<file path="src/rtl/commit_store_buffer.sv">
// commit_store_buffer: post-commit store FIFO between the ROB write port and
// data memory. Stores drain in program order through a req/done handshake,
// and the load unit can look up pending stores for conflicts.
// Optional feature macro: STORE_FWD_EN enables word-aligned store-to-load
// forwarding. When it is undefined, ld_hit/ld_data are tied low and every
// address match reports a conflict.
module commit_store_buffer #(
  parameter int DEPTH  = 4,
  parameter int ADDR_W = 32,
  parameter int DATA_W = 32
) (
  input  logic                     clock,
  input  logic                     reset,
  input  logic                     in_valid,
  input  logic [ADDR_W-1:0]        in_addr,
  input  logic [DATA_W-1:0]        in_data,
  input  logic [1:0]               in_type,
  output logic                     in_ready,
  output logic                     mem_req,
  output logic [ADDR_W-1:0]        mem_addr,
  output logic [DATA_W-1:0]        mem_data,
  output logic [1:0]               mem_type,
  input  logic                     mem_done,
  input  logic [ADDR_W-1:0]        ld_addr,
  output logic                     ld_hit,
  output logic [DATA_W-1:0]        ld_data,
  output logic                     ld_conflict,
  output logic                     empty,
  output logic [$clog2(DEPTH):0]   count
);

  localparam int PTR_W = $clog2(DEPTH);
  localparam int CNT_W = PTR_W + 1;

  typedef enum logic {IDLE, REQ} state_t;

  state_t            state;
  state_t            state_nxt;
  logic [PTR_W-1:0]  head;
  logic [PTR_W-1:0]  tail;
  logic              push;
  logic              pop;

  logic [ADDR_W-1:0] addr_mem [DEPTH];
  logic [DATA_W-1:0] data_mem [DEPTH];
  logic [1:0]        type_mem [DEPTH];

  // Acceptance looks only at the registered count, so a full buffer refuses
  // a push even in the cycle it pops.
  assign in_ready = (count < CNT_W'(DEPTH));
  assign push     = in_valid & in_ready;
  assign pop      = (state == REQ) & mem_done;
  assign empty    = (count == '0);

  // Entry storage: written at the tail on an accepted push, never reset.
  always_ff @(posedge clock) begin
    if (push) begin
      addr_mem[tail] <= in_addr;
      data_mem[tail] <= in_data;
      type_mem[tail] <= in_type;
    end
  end

  // Control state: pointers, occupancy and drain FSM register.
  always_ff @(posedge clock or posedge reset) begin
    if (reset) begin
      head  <= '0;
      tail  <= '0;
      count <= '0;
      state <= IDLE;
    end else begin
      state <= state_nxt;
      if (push) tail <= tail + PTR_W'(1);
      if (pop)  head <= head + PTR_W'(1);
      case ({push, pop})
        2'b10:   count <= count + CNT_W'(1);
        2'b01:   count <= count - CNT_W'(1);
        default: count <= count;
      endcase
    end
  end

  // Drain FSM next state: request whenever something is pending, release on
  // done; the IDLE cycle between stores gives mem_req a guaranteed gap.
  always_comb begin
    state_nxt = state;
    case (state)
      IDLE:    if (count != '0) state_nxt = REQ;
      REQ:     if (mem_done)    state_nxt = IDLE;
      default: state_nxt = IDLE;
    endcase
  end

  // Memory port: head entry presented only while requesting, zero otherwise.
  always_comb begin
    mem_req  = (state == REQ);
    mem_addr = '0;
    mem_data = '0;
    mem_type = '0;
    if (state == REQ) begin
      mem_addr = addr_mem[head];
      mem_data = data_mem[head];
      mem_type = type_mem[head];
    end
  end

  logic [PTR_W-1:0] idx;
  logic             match_any;

`ifdef STORE_FWD_EN
  logic              young_word;
  logic [DATA_W-1:0] young_data;

  // Load lookup with forwarding: scan oldest to youngest so the last match
  // wins; only an aligned full-word youngest match can forward.
  always_comb begin
    idx        = '0;
    match_any  = 1'b0;
    young_word = 1'b0;
    young_data = '0;
    for (int i = 0; i < DEPTH; i++) begin
      idx = head + PTR_W'(i);
      if ((CNT_W'(i) < count) &&
          (addr_mem[idx][ADDR_W-1:2] == ld_addr[ADDR_W-1:2])) begin
        match_any  = 1'b1;
        young_word = (type_mem[idx] == 2'b00);
        young_data = data_mem[idx];
      end
    end
    ld_hit      = match_any & young_word & (ld_addr[1:0] == 2'b00);
    ld_data     = ld_hit ? young_data : '0;
    ld_conflict = match_any & ~ld_hit;
  end
`else
  logic unused_ld_lsb;
  assign unused_ld_lsb = ^ld_addr[1:0];

  // Load lookup without forwarding: any word-address match makes the load wait.
  always_comb begin
    idx       = '0;
    match_any = 1'b0;
    for (int i = 0; i < DEPTH; i++) begin
      idx = head + PTR_W'(i);
      if ((CNT_W'(i) < count) &&
          (addr_mem[idx][ADDR_W-1:2] == ld_addr[ADDR_W-1:2])) begin
        match_any = 1'b1;
      end
    end
    ld_hit      = 1'b0;
    ld_data     = '0;
    ld_conflict = match_any;
  end
`endif

`ifndef SYNTHESIS
  // Report committed stores lost because the ROB wrote into a full buffer.
  always @(posedge clock) begin
    if (!reset && in_valid && !in_ready)
      $display("commit_store_buffer: protocol error, store to %0h dropped (buffer full)", in_addr);
  end
`endif

endmodule

</file>
<file path="config.mk">
export PLATFORM = sky130hd
export DESIGN_NAME = commit_store_buffer
export DESIGN_NICKNAME = d
export VERILOG_FILES = /design/src/rtl/commit_store_buffer.sv
export SDC_FILE = /design/constraint.sdc
export NUM_CORES = 1
export LEC_CHECK = 0
export BUFFER_PORTS_ARGS = -buffer_cell sky130_fd_sc_hd__buf_2
export CORE_MARGIN = 2
export CORE_UTILIZATION = 35
export DETAILED_ROUTE_END_ITERATION = 7
export PLACE_DENSITY_LB_ADDON = 0.15
export SLEW_MARGIN = 20
export SYNTH_ARGS = -nofsm -noshare
export SYNTH_HDL_FRONTEND = slang
export SYNTH_SLANG_ARGS = --single-unit
</file>
<file path="constraint.sdc">
create_clock -name clock -period 2.48 [get_ports clock]
set_input_delay 0.248 -clock clock [delete_from_list [all_inputs] [get_ports clock]]
set_output_delay 0.248 -clock clock [all_outputs]
set_load 0.01 [all_outputs]
</file>
## Yosys cells after proc, flatten, opt, wreduce, memory -nomap -nowiden

Memories as Yosys holds them, arrays and structs flattened.
Index checks and enable logic that the tools add are counted.

| word-level totals | value |
|---|---|
| memory bits (writable) | 264 |
| memories kept | 3 |
| bits in registers | 8 |

Memories:

| name | words | bits a word | rd ports | clocked after memory_dff | wr ports | line | source |
|---|---|---|---|---|---|---|---|
| addr_mem | 4 | 32 | 4 | 0 | 1 | 44 | `logic [ADDR_W-1:0] addr_mem [DEPTH];` |
| data_mem | 4 | 32 | 1 | 0 | 1 | 45 | `logic [DATA_W-1:0] data_mem [DEPTH];` |
| type_mem | 4 | 2 | 1 | 0 | 1 | 46 | `logic [1:0] type_mem [DEPTH];` |

| operators by class | value |
|---|---|
| bitwise logic cells | 3 |
| equal/unequal tests | 6 |
| add/subtract/negate cells | 6 |
| reductions and logical operators | 7 |
| multiplexer cells | 13 |
| magnitude comparators | 5 |

Operator list:

| cell | number |
|---|---|
| equality test 30 bit | 4 |
| two-way mux 32 bit | 2 |
| two-way mux 1 bit | 8 |
| less-than comparator 1 x 3 -> 1 bit, first input constant | 2 |
| less-than comparator 2 x 3 -> 1 bit, first input constant | 2 |
| case mux 3 bit (2 select lines) | 1 |
| adder 2 x 1 -> 2 bit, second input constant | 2 |
| adder 2 bit, second input constant | 2 |
| logical AND 1 bit | 4 |
| adder 3 x 1 -> 3 bit, second input constant | 1 |
| zero test 3 bit | 1 |
| less-than comparator 3 bit, second input constant | 1 |
| nonzero test 3 bit | 1 |
| subtractor 3 x 1 -> 3 bit, second input constant | 1 |
| AND 1 bit | 2 |
| equality test 2 x 1 -> 1 bit, second input constant | 1 |
| equality test 2 bit, second input constant | 1 |
| two-way mux 2 bit | 1 |
| case mux 1 bit (2 select lines) | 1 |
| nonzero test 2 bit | 1 |
| NOT 1 bit | 1 |

## Longest topological paths before layout

An unclocked memory read counts as a cell.

| depth | value |
|---|---|
| word-level depth | 7 |
| mapped depth | 11 |
| mapped depth without buffers | 7 |

## Least setup slack after synthesis

OpenSTA, ideal clock, no wires.

| timing path | value |
|---|---|
| path type | flip-flop to flip-flop |
| from | register count[2] |
| to | memory addr_mem[0][0] (enable) |
| data required time | 2.049 ns |
| buffers on the path | 1 |
| path slack | -0.322 ns |
| cell stages (with the launch flop) | 4 |
| data arrival time | 2.371 ns |
| period minus slack after synthesis | 2.802 ns |
| library setup time | 0.431 ns |
| path through | dfrtp_1 > nor2b_1 > clkbuf_1 > and2_1 |

| between the ends | value |
|---|---|
| cells in the longest elaborated chain, start to end | 4 |

Ends and longest elaborated chain:

| item | line | source |
|---|---|---|
| start, declared | 29 | `output logic [$clog2(DEPTH):0] count` |
| start signal, assigned | 76 | `2'b10: count <= count + CNT_W'(1);` |
| start signal, assigned | 77 | `2'b01: count <= count - CNT_W'(1);` |
| start signal, assigned | 78 | `default: count <= count;` |
| less-than comparator 3 bit | 50 | `assign in_ready = (count < CNT_W'(DEPTH));` |
| AND 1 bit | 51 | `assign push = in_valid & in_ready;` |
| two-way mux 1 bit | 57 | `if (push) begin` |
| two-way mux 1 bit (not written as such) | 58 | `addr_mem[tail] <= in_addr;` |
| end, declared | 44 |  |

Every way passes these cells.

## Final worst setup path

| timing path | value |
|---|---|
| from | register head[1] |
| to | output ld_conflict |

| between the ends | value |
|---|---|
| cells in the longest elaborated chain, start to end | 7 |
| elaborated cells on any way between the ends | 16 |
| those cells by class | add/sub (3); eq/ne (4); mux (4); reduce/logical (4); memory (1) |

Ends and longest elaborated chain:

| item | line | source |
|---|---|---|
| start, declared | 39 | `logic [PTR_W-1:0] head;` |
| start signal, assigned | 74 | `if (pop) head <= head + PTR_W'(1);` |
| adder 2 x 1 -> 2 bit or memory (4 x 32 bit) (tied branches) | n/a |  |
| memory (4 x 32 bit) * | n/a |  |
| equality test 30 bit or logical AND 1 bit (tied branches) | 145, 144 |  |
| logical AND 1 bit or two-way mux 1 bit (tied branches) | 144 | `if ((CNT_W'(i) < count) &&` |
| two-way mux 1 bit (2 in a row) | 144 |  |
| two-way mux 1 bit * | 144 |  |
| end, declared | 27 | `output logic ld_conflict,` |

Every way passes the cells marked *; elsewhere a longest branch is shown, timed or not.

==> impl_results.html <==
<table>
<tr><th>Metric</th><th>Value</th></tr>
<tr><th colspan="2">Run status</th></tr>
<tr><td>Outcome</td><td>finished, violations left</td></tr>
<tr><td>Violations in the final reports</td><td>negative setup slack</td></tr>
<tr><th colspan="2">Detailed routing</th></tr>
<tr><td>Number of nets with antenna violations after routing</td><td>0</td></tr>
<tr><td>Wire length per cell</td><td>22.7 um</td></tr>
<tr><td>DRC violations left</td><td>0</td></tr>
<tr><td>Routed Wire Length</td><td>45.1 mm</td></tr>
<tr><td>Via Count</td><td>10,200</td></tr>
<tr><td>Number of iterations in the first detailed-routing pass</td><td>6</td></tr>
<tr><td>Post-detailed-route via-to-cell ratio</td><td>5.11</td></tr>
<tr><td>Drt initial violations</td><td>699</td></tr>
<tr><th colspan="2">Timing</th></tr>
<tr><td>Slew Limit Headroom</td><td>0.612</td></tr>
<tr><td>Max Clock Freq</td><td>286 MHz</td></tr>
<tr><td>Clock period minus final worst setup slack</td><td>3.50 ns</td></tr>
<tr><td>Setup repair after global routing missed its margin</td><td>yes</td></tr>
<tr><td>Final critical-path setup slack</td><td>-1.02 ns</td></tr>
<tr><td>Tcrit/Tclk final</td><td>1.41</td></tr>
<tr><td>Final Slew Violations</td><td>0</td></tr>
<tr><td>Setup-failing EPs final</td><td>60</td></tr>
<tr><td>Worst Clk Skew</td><td>0.0385 ns</td></tr>
<tr><td>Hold Violations, Final</td><td>0</td></tr>
<tr><td>Least-Margin Pin Slew</td><td>0.571 ns</td></tr>
<tr><th colspan="2">Synth</th></tr>
<tr><td>Most frequently used flop master after synthesis</td><td>sky130_fd_sc_hd__edfxtp_1</td></tr>
<tr><td>Portion of netlist area occupied by mux cells</td><td>0.183</td></tr>
<tr><td>Flops &amp; latches, synth</td><td>272</td></tr>
<tr><td>Post-synthesis instance area</td><td>14,400 um^2</td></tr>
<tr><td>Number of distinct library cells after synthesis</td><td>58</td></tr>
<tr><td>Area contributors post-synth</td><td>sky130_fd_sc_hd__edfxtp_1 (55%), sky130_fd_sc_hd__mux4_2 (8.4%), sky130_fd_sc_hd__mux2i_1 (8.3%), sky130_fd_sc_hd__xnor2_1 (3.9%), sky130_fd_sc_hd__and2_1 (2.8%)</td></tr>
<tr><td>Xor/xnor share of the synthesized area</td><td>0.0535</td></tr>
<tr><td>Yosys warning count</td><td>0</td></tr>
<tr><td>Cell type with the highest aggregate area in the netlist</td><td>sky130_fd_sc_hd__edfxtp_1</td></tr>
<tr><td>Async set or reset register ratio after synthesis</td><td>0.0294</td></tr>
<tr><td>Synthesized area per cell</td><td>14.0 um^2</td></tr>
<tr><td>Simple-Gate Fraction of Synth Area</td><td>0.0732</td></tr>
<tr><td>Number of synthesized flops with an enable pin</td><td>264</td></tr>
<tr><td>Area fraction in compound gates after synthesis</td><td>0.0661</td></tr>
<tr><td>Synthesized instance count</td><td>1,027</td></tr>
<tr><td>Largest family of logic cells by synthesized area</td><td>multiplexers</td></tr>
<tr><td>Share of synthesized cell area in full adder, half adder and majority cells</td><td>0.00782</td></tr>
<tr><td>Synth top area share</td><td>0.550</td></tr>
<tr><td>Proportion of synthesized chip area in sequential cells</td><td>0.564</td></tr>
<tr><th colspan="2">Min path</th></tr>
<tr><td>Worst min-delay path class</td><td>primary input to flip-flop</td></tr>
<tr><td>Worst hold stages</td><td>4</td></tr>
<tr><td>Worst Hold Path EP</td><td>tail[0]$_DFFE_PP0P_</td></tr>
<tr><td>Hold_sp</td><td>in_valid</td></tr>
<tr><th colspan="2">Critical path</th></tr>
<tr><td>Peak fanout along the critical path</td><td>15</td></tr>
<tr><td>Worst Setup Path Type</td><td>flip-flop to output pin</td></tr>
<tr><td>Required arrival time at the worst endpoint</td><td>2.23 ns</td></tr>
<tr><td>R2R Setup Slk</td><td>0.64 ns</td></tr>
<tr><td>Critical Path Sink Type</td><td>output pin</td></tr>
<tr><td>Endpoint of the worst-slack reg-to-reg timing path</td><td>data_mem[1][15]$_DFFE_PP_</td></tr>
<tr><td>Endpoint arrival time on the critical path</td><td>3.25 ns</td></tr>
<tr><td>Launching point of the worst reg2reg path</td><td>count[2]$_DFFE_PP0P_</td></tr>
<tr><td>Kind of launch point of the worst setup path</td><td>flip-flop</td></tr>
<tr><td>Worst-case reg-to-reg path depth</td><td>5</td></tr>
<tr><th colspan="2">Clocking</th></tr>
<tr><td>CTS Buf Count</td><td>31</td></tr>
<tr><td>H-Tree Depth</td><td>1</td></tr>
<tr><td>Latest clock arrival within the worst-skew pair</td><td>0.61 ns</td></tr>
<tr><td>Root buf cell</td><td>sky130_fd_sc_hd__clkbuf_16</td></tr>
<tr><td>Maximum clock path buffer count</td><td>3</td></tr>
<tr><td>TritonCTS clock tree</td><td>yes</td></tr>
<tr><td>Clock sink count</td><td>272</td></tr>
<tr><td>Worst-path clk slew</td><td>0.06 ns</td></tr>
<tr><th colspan="2">Placed design</th></tr>
<tr><td>DPL Wire Length</td><td>31.8 mm</td></tr>
<tr><td>Total placed cells including tap cells</td><td>1,843</td></tr>
<tr><td>Gp weighted congestion</td><td>0.952</td></tr>
<tr><td>Number of input and output port buffers inserted</td><td>172</td></tr>
<tr><th colspan="2">GRT</th></tr>
<tr><td>Vias in the first global route</td><td>10,500</td></tr>
<tr><td>Wire length of the first global-routing pass</td><td>65.5 mm</td></tr>
<tr><td>Pin count of the biggest net entering global routing</td><td>67</td></tr>
<tr><td>Number of antenna violations at the first check in global routing</td><td>4</td></tr>
<tr><td>Remaining global-route overflow</td><td>0</td></tr>
<tr><td>Global-route usage over all layers</td><td>0.207</td></tr>
<tr><th colspan="2">Job</th></tr>
<tr><td>Max-Cap Viols</td><td>0</td></tr>
<tr><th colspan="2">Die</th></tr>
<tr><td>Area of the core region</td><td>40,700 um^2</td></tr>
<tr><td>Area of the die</td><td>42,800 um^2</td></tr>
<tr><td>Total I/O pin count</td><td>208</td></tr>
<tr><td>Number of placement rows</td><td>74</td></tr>
<tr><td>Starting density of the core</td><td>0.354</td></tr>
<tr><td>Height of the die</td><td>207 um</td></tr>
<tr><td>Die X-Extent</td><td>207 um</td></tr>
<tr><th colspan="2">Pwr</th></tr>
<tr><td>Power per unit of standard cell area</td><td>1200 nW/um^2</td></tr>
<tr><td>Leak</td><td>7.57 nW</td></tr>
<tr><td>Design Power</td><td>24.1 mW</td></tr>
<tr><td>IR Drop Worst-Case VDD</td><td>0.642 mV</td></tr>
<tr><th colspan="2">Layout</th></tr>
<tr><td>Relative area change from synthesis to final layout</td><td>39.3%</td></tr>
<tr><td>Share of final-layout standard cells stronger than drive strength 1</td><td>0.427</td></tr>
<tr><td>Number of cells in the finished layout apart from fillers</td><td>1,990</td></tr>
<tr><td>Core utilization of the finished layout</td><td>0.493</td></tr>
<tr><td>Number of nets in the layout</td><td>1,541</td></tr>
</table>
[registers in the layout (all words and copies together) (netlist names)]
signal and cells:
data_mem 128, tail 2, count 3, type_mem 8, addr_mem 128, head 2
mem_req 1
[synth_stat cells, types with 3 or more instances]
library cell / number
sky130_fd_sc_hd__nor4_1: 6
sky130_fd_sc_hd__mux2i_2: 3
sky130_fd_sc_hd__a221oi_1: 6
sky130_fd_sc_hd__and3_1: 5
sky130_fd_sc_hd__xor2_1: 24
sky130_fd_sc_hd__and2_1: 64
sky130_fd_sc_hd__nor3_1: 10
sky130_fd_sc_hd__buf_2: 17
sky130_fd_sc_hd__o2111ai_1: 4
sky130_fd_sc_hd__mux4_2: 54
sky130_fd_sc_hd__mux2i_1: 119
sky130_fd_sc_hd__a21oi_1: 36
sky130_fd_sc_hd__o22ai_1: 11
sky130_fd_sc_hd__ha_1: 9
sky130_fd_sc_hd__buf_4: 43
sky130_fd_sc_hd__o21ai_0: 15
sky130_fd_sc_hd__clkbuf_1: 29
sky130_fd_sc_hd__dfrtp_1: 8
sky130_fd_sc_hd__a2111oi_2: 4
sky130_fd_sc_hd__edfxtp_1: 264
sky130_fd_sc_hd__nand2_1: 36
sky130_fd_sc_hd__nand3_1: 7
sky130_fd_sc_hd__nor2b_1: 9
sky130_fd_sc_hd__buf_6: 8
sky130_fd_sc_hd__a22oi_1: 6
sky130_fd_sc_hd__xnor2_1: 64
sky130_fd_sc_hd__a211oi_1: 11
sky130_fd_sc_hd__nor2_1: 50
sky130_fd_sc_hd__buf_1: 7
sky130_fd_sc_hd__a2111oi_0: 6
sky130_fd_sc_hd__inv_1: 20
sky130_fd_sc_hd__nand4_1: 18
sky130_fd_sc_hd__o21ai_1: 3
sky130_fd_sc_hd__o221ai_1: 6
sky130_fd_sc_hd__a31oi_1: 3
sky130_fd_sc_hd__mux2_2: 14
[stage by stage]
step | hold WS [ns] | area, um^2 | TNS, ns | setup slack, ns
2_1_floorplan | 0.0637 | 14500 | 0 | 0.180
3_3_place_gp | 0.314 | 17000 | -0.660 | -0.660
3_5_place_dp | 0.314 | 17000 | -0.658 | -0.658
4_1_cts | 0.111 | 19400 | -9.77 | -1.01
5_1_grt | 0.163 | 20100 | -12.09 | -1.11
6_report | 0.123 | 20100 | -7.79 | -1.02
[worst max-delay path by stage]
stage / endpoint / start / slack, ns / depth (start not counted)
after floorplan: ld_conflict / head[1]$_DFFE_PP0P_ / 0.18 / 9
after global placement: ld_conflict / head[1]$_DFFE_PP0P_ / -0.66 / 10
after detailed placement: ld_conflict / head[1]$_DFFE_PP0P_ / -0.66 / 10
after CTS: ld_conflict / head[1]$_DFFE_PP0P_ / -1.01 / 10
after global routing: ld_conflict / head[1]$_DFFE_PP0P_ / -1.11 / 10
final: ld_conflict / head[1]$_DFFE_PP0P_ / -1.02 / 11
[where the power goes]
group	total [mW]	internal (mW)	leakage (nW)	switching (mW)
Combinational	13.4	6.94	4.57	6.48
Clock	4.67	2.84	0.506	1.84
Sequential	6.05	5.76	2.49	0.283
Total	24.1	15.5	7.57	8.60
[cells by family after synthesis]
logic type,Yosys count
compound gates,133
xor+xnor,88
buf+inv,126
fa+ha+maj,9
simple gates,206
mux,192
other cells,1
flops,272
[routing by layer]
metal  track usage  part of all wire
met1         0.269              0.42
met2         0.347              0.48
met3        0.0407             0.062
met4        0.0717             0.035
met5             0                 0
[worst max-delay path, cell delays in order (launching register included)]
cell and delay [ns]:
sky130_fd_sc_hd__dfrtp_4 0.45, sky130_fd_sc_hd__buf_12 0.19, sky130_fd_sc_hd__mux2i_2 0.35, sky130_fd_sc_hd__mux2i_4 0.13
sky130_fd_sc_hd__xnor2_2 0.26, sky130_fd_sc_hd__buf_4 0.17, sky130_fd_sc_hd__nand4_1 0.11, sky130_fd_sc_hd__nor4_1 0.23
sky130_fd_sc_hd__buf_4 0.17, sky130_fd_sc_hd__nand3_1 0.08, sky130_fd_sc_hd__o2111ai_2 0.29, sky130_fd_sc_hd__buf_2 0.19
[layout make-up]
| type | instances | area [um^2] |
|---|---|---|
| fillers | 3606 | 20700 |
| flip-flops and latches | 272 | 8140 |
| multi-input cells | 661 | 6300 |
| repair buffers | 444 | 3820 |
| clock buffers | 38 | 812 |
| well taps | 532 | 666 |
| clock inverters | 19 | 233 |
| inverters | 20 | 87.6 |
| diodes | 4 | 10.0 |
[cells in the final DEF, fill, tap and decap left out, types with 6 or more instances in the layout]
cell / n
sky130_fd_sc_hd__a2111oi_2: 8
sky130_fd_sc_hd__a211oi_1: 8
sky130_fd_sc_hd__a21oi_1: 32
sky130_fd_sc_hd__a221oi_1: 6
sky130_fd_sc_hd__a22oi_1: 6
sky130_fd_sc_hd__and2_1: 29
sky130_fd_sc_hd__and2_4: 35
sky130_fd_sc_hd__buf_12: 21
sky130_fd_sc_hd__buf_16: 6
sky130_fd_sc_hd__buf_2: 140
sky130_fd_sc_hd__buf_4: 151
sky130_fd_sc_hd__buf_6: 52
sky130_fd_sc_hd__clkbuf_1: 6
sky130_fd_sc_hd__clkbuf_16: 35
sky130_fd_sc_hd__clkinv_1: 6
sky130_fd_sc_hd__conb_1: 33
sky130_fd_sc_hd__dlygate4sd3_1: 67
sky130_fd_sc_hd__edfxtp_1: 264
sky130_fd_sc_hd__ha_1: 9
sky130_fd_sc_hd__inv_1: 19
sky130_fd_sc_hd__mux2_2: 10
sky130_fd_sc_hd__mux2_4: 6
sky130_fd_sc_hd__mux2i_1: 80
sky130_fd_sc_hd__mux2i_2: 22
sky130_fd_sc_hd__mux2i_4: 20
sky130_fd_sc_hd__mux4_2: 54
sky130_fd_sc_hd__nand2_1: 31
sky130_fd_sc_hd__nand3_1: 7
sky130_fd_sc_hd__nand4_1: 18
sky130_fd_sc_hd__nor2_1: 47
sky130_fd_sc_hd__nor3_1: 8
sky130_fd_sc_hd__o21ai_0: 13
sky130_fd_sc_hd__o22ai_1: 10
sky130_fd_sc_hd__xnor2_1: 63
sky130_fd_sc_hd__xor2_1: 24
[timing repair]
action	CTS	global route
cloned	2	4
pin swaps	6	5
buffers inserted	3	14
gates resized for setup	143	116
hold endpoints to repair	272	0
hold buffers	67	0
setup endpoints to repair	66	67
Power figures use the tool's default switching activity.
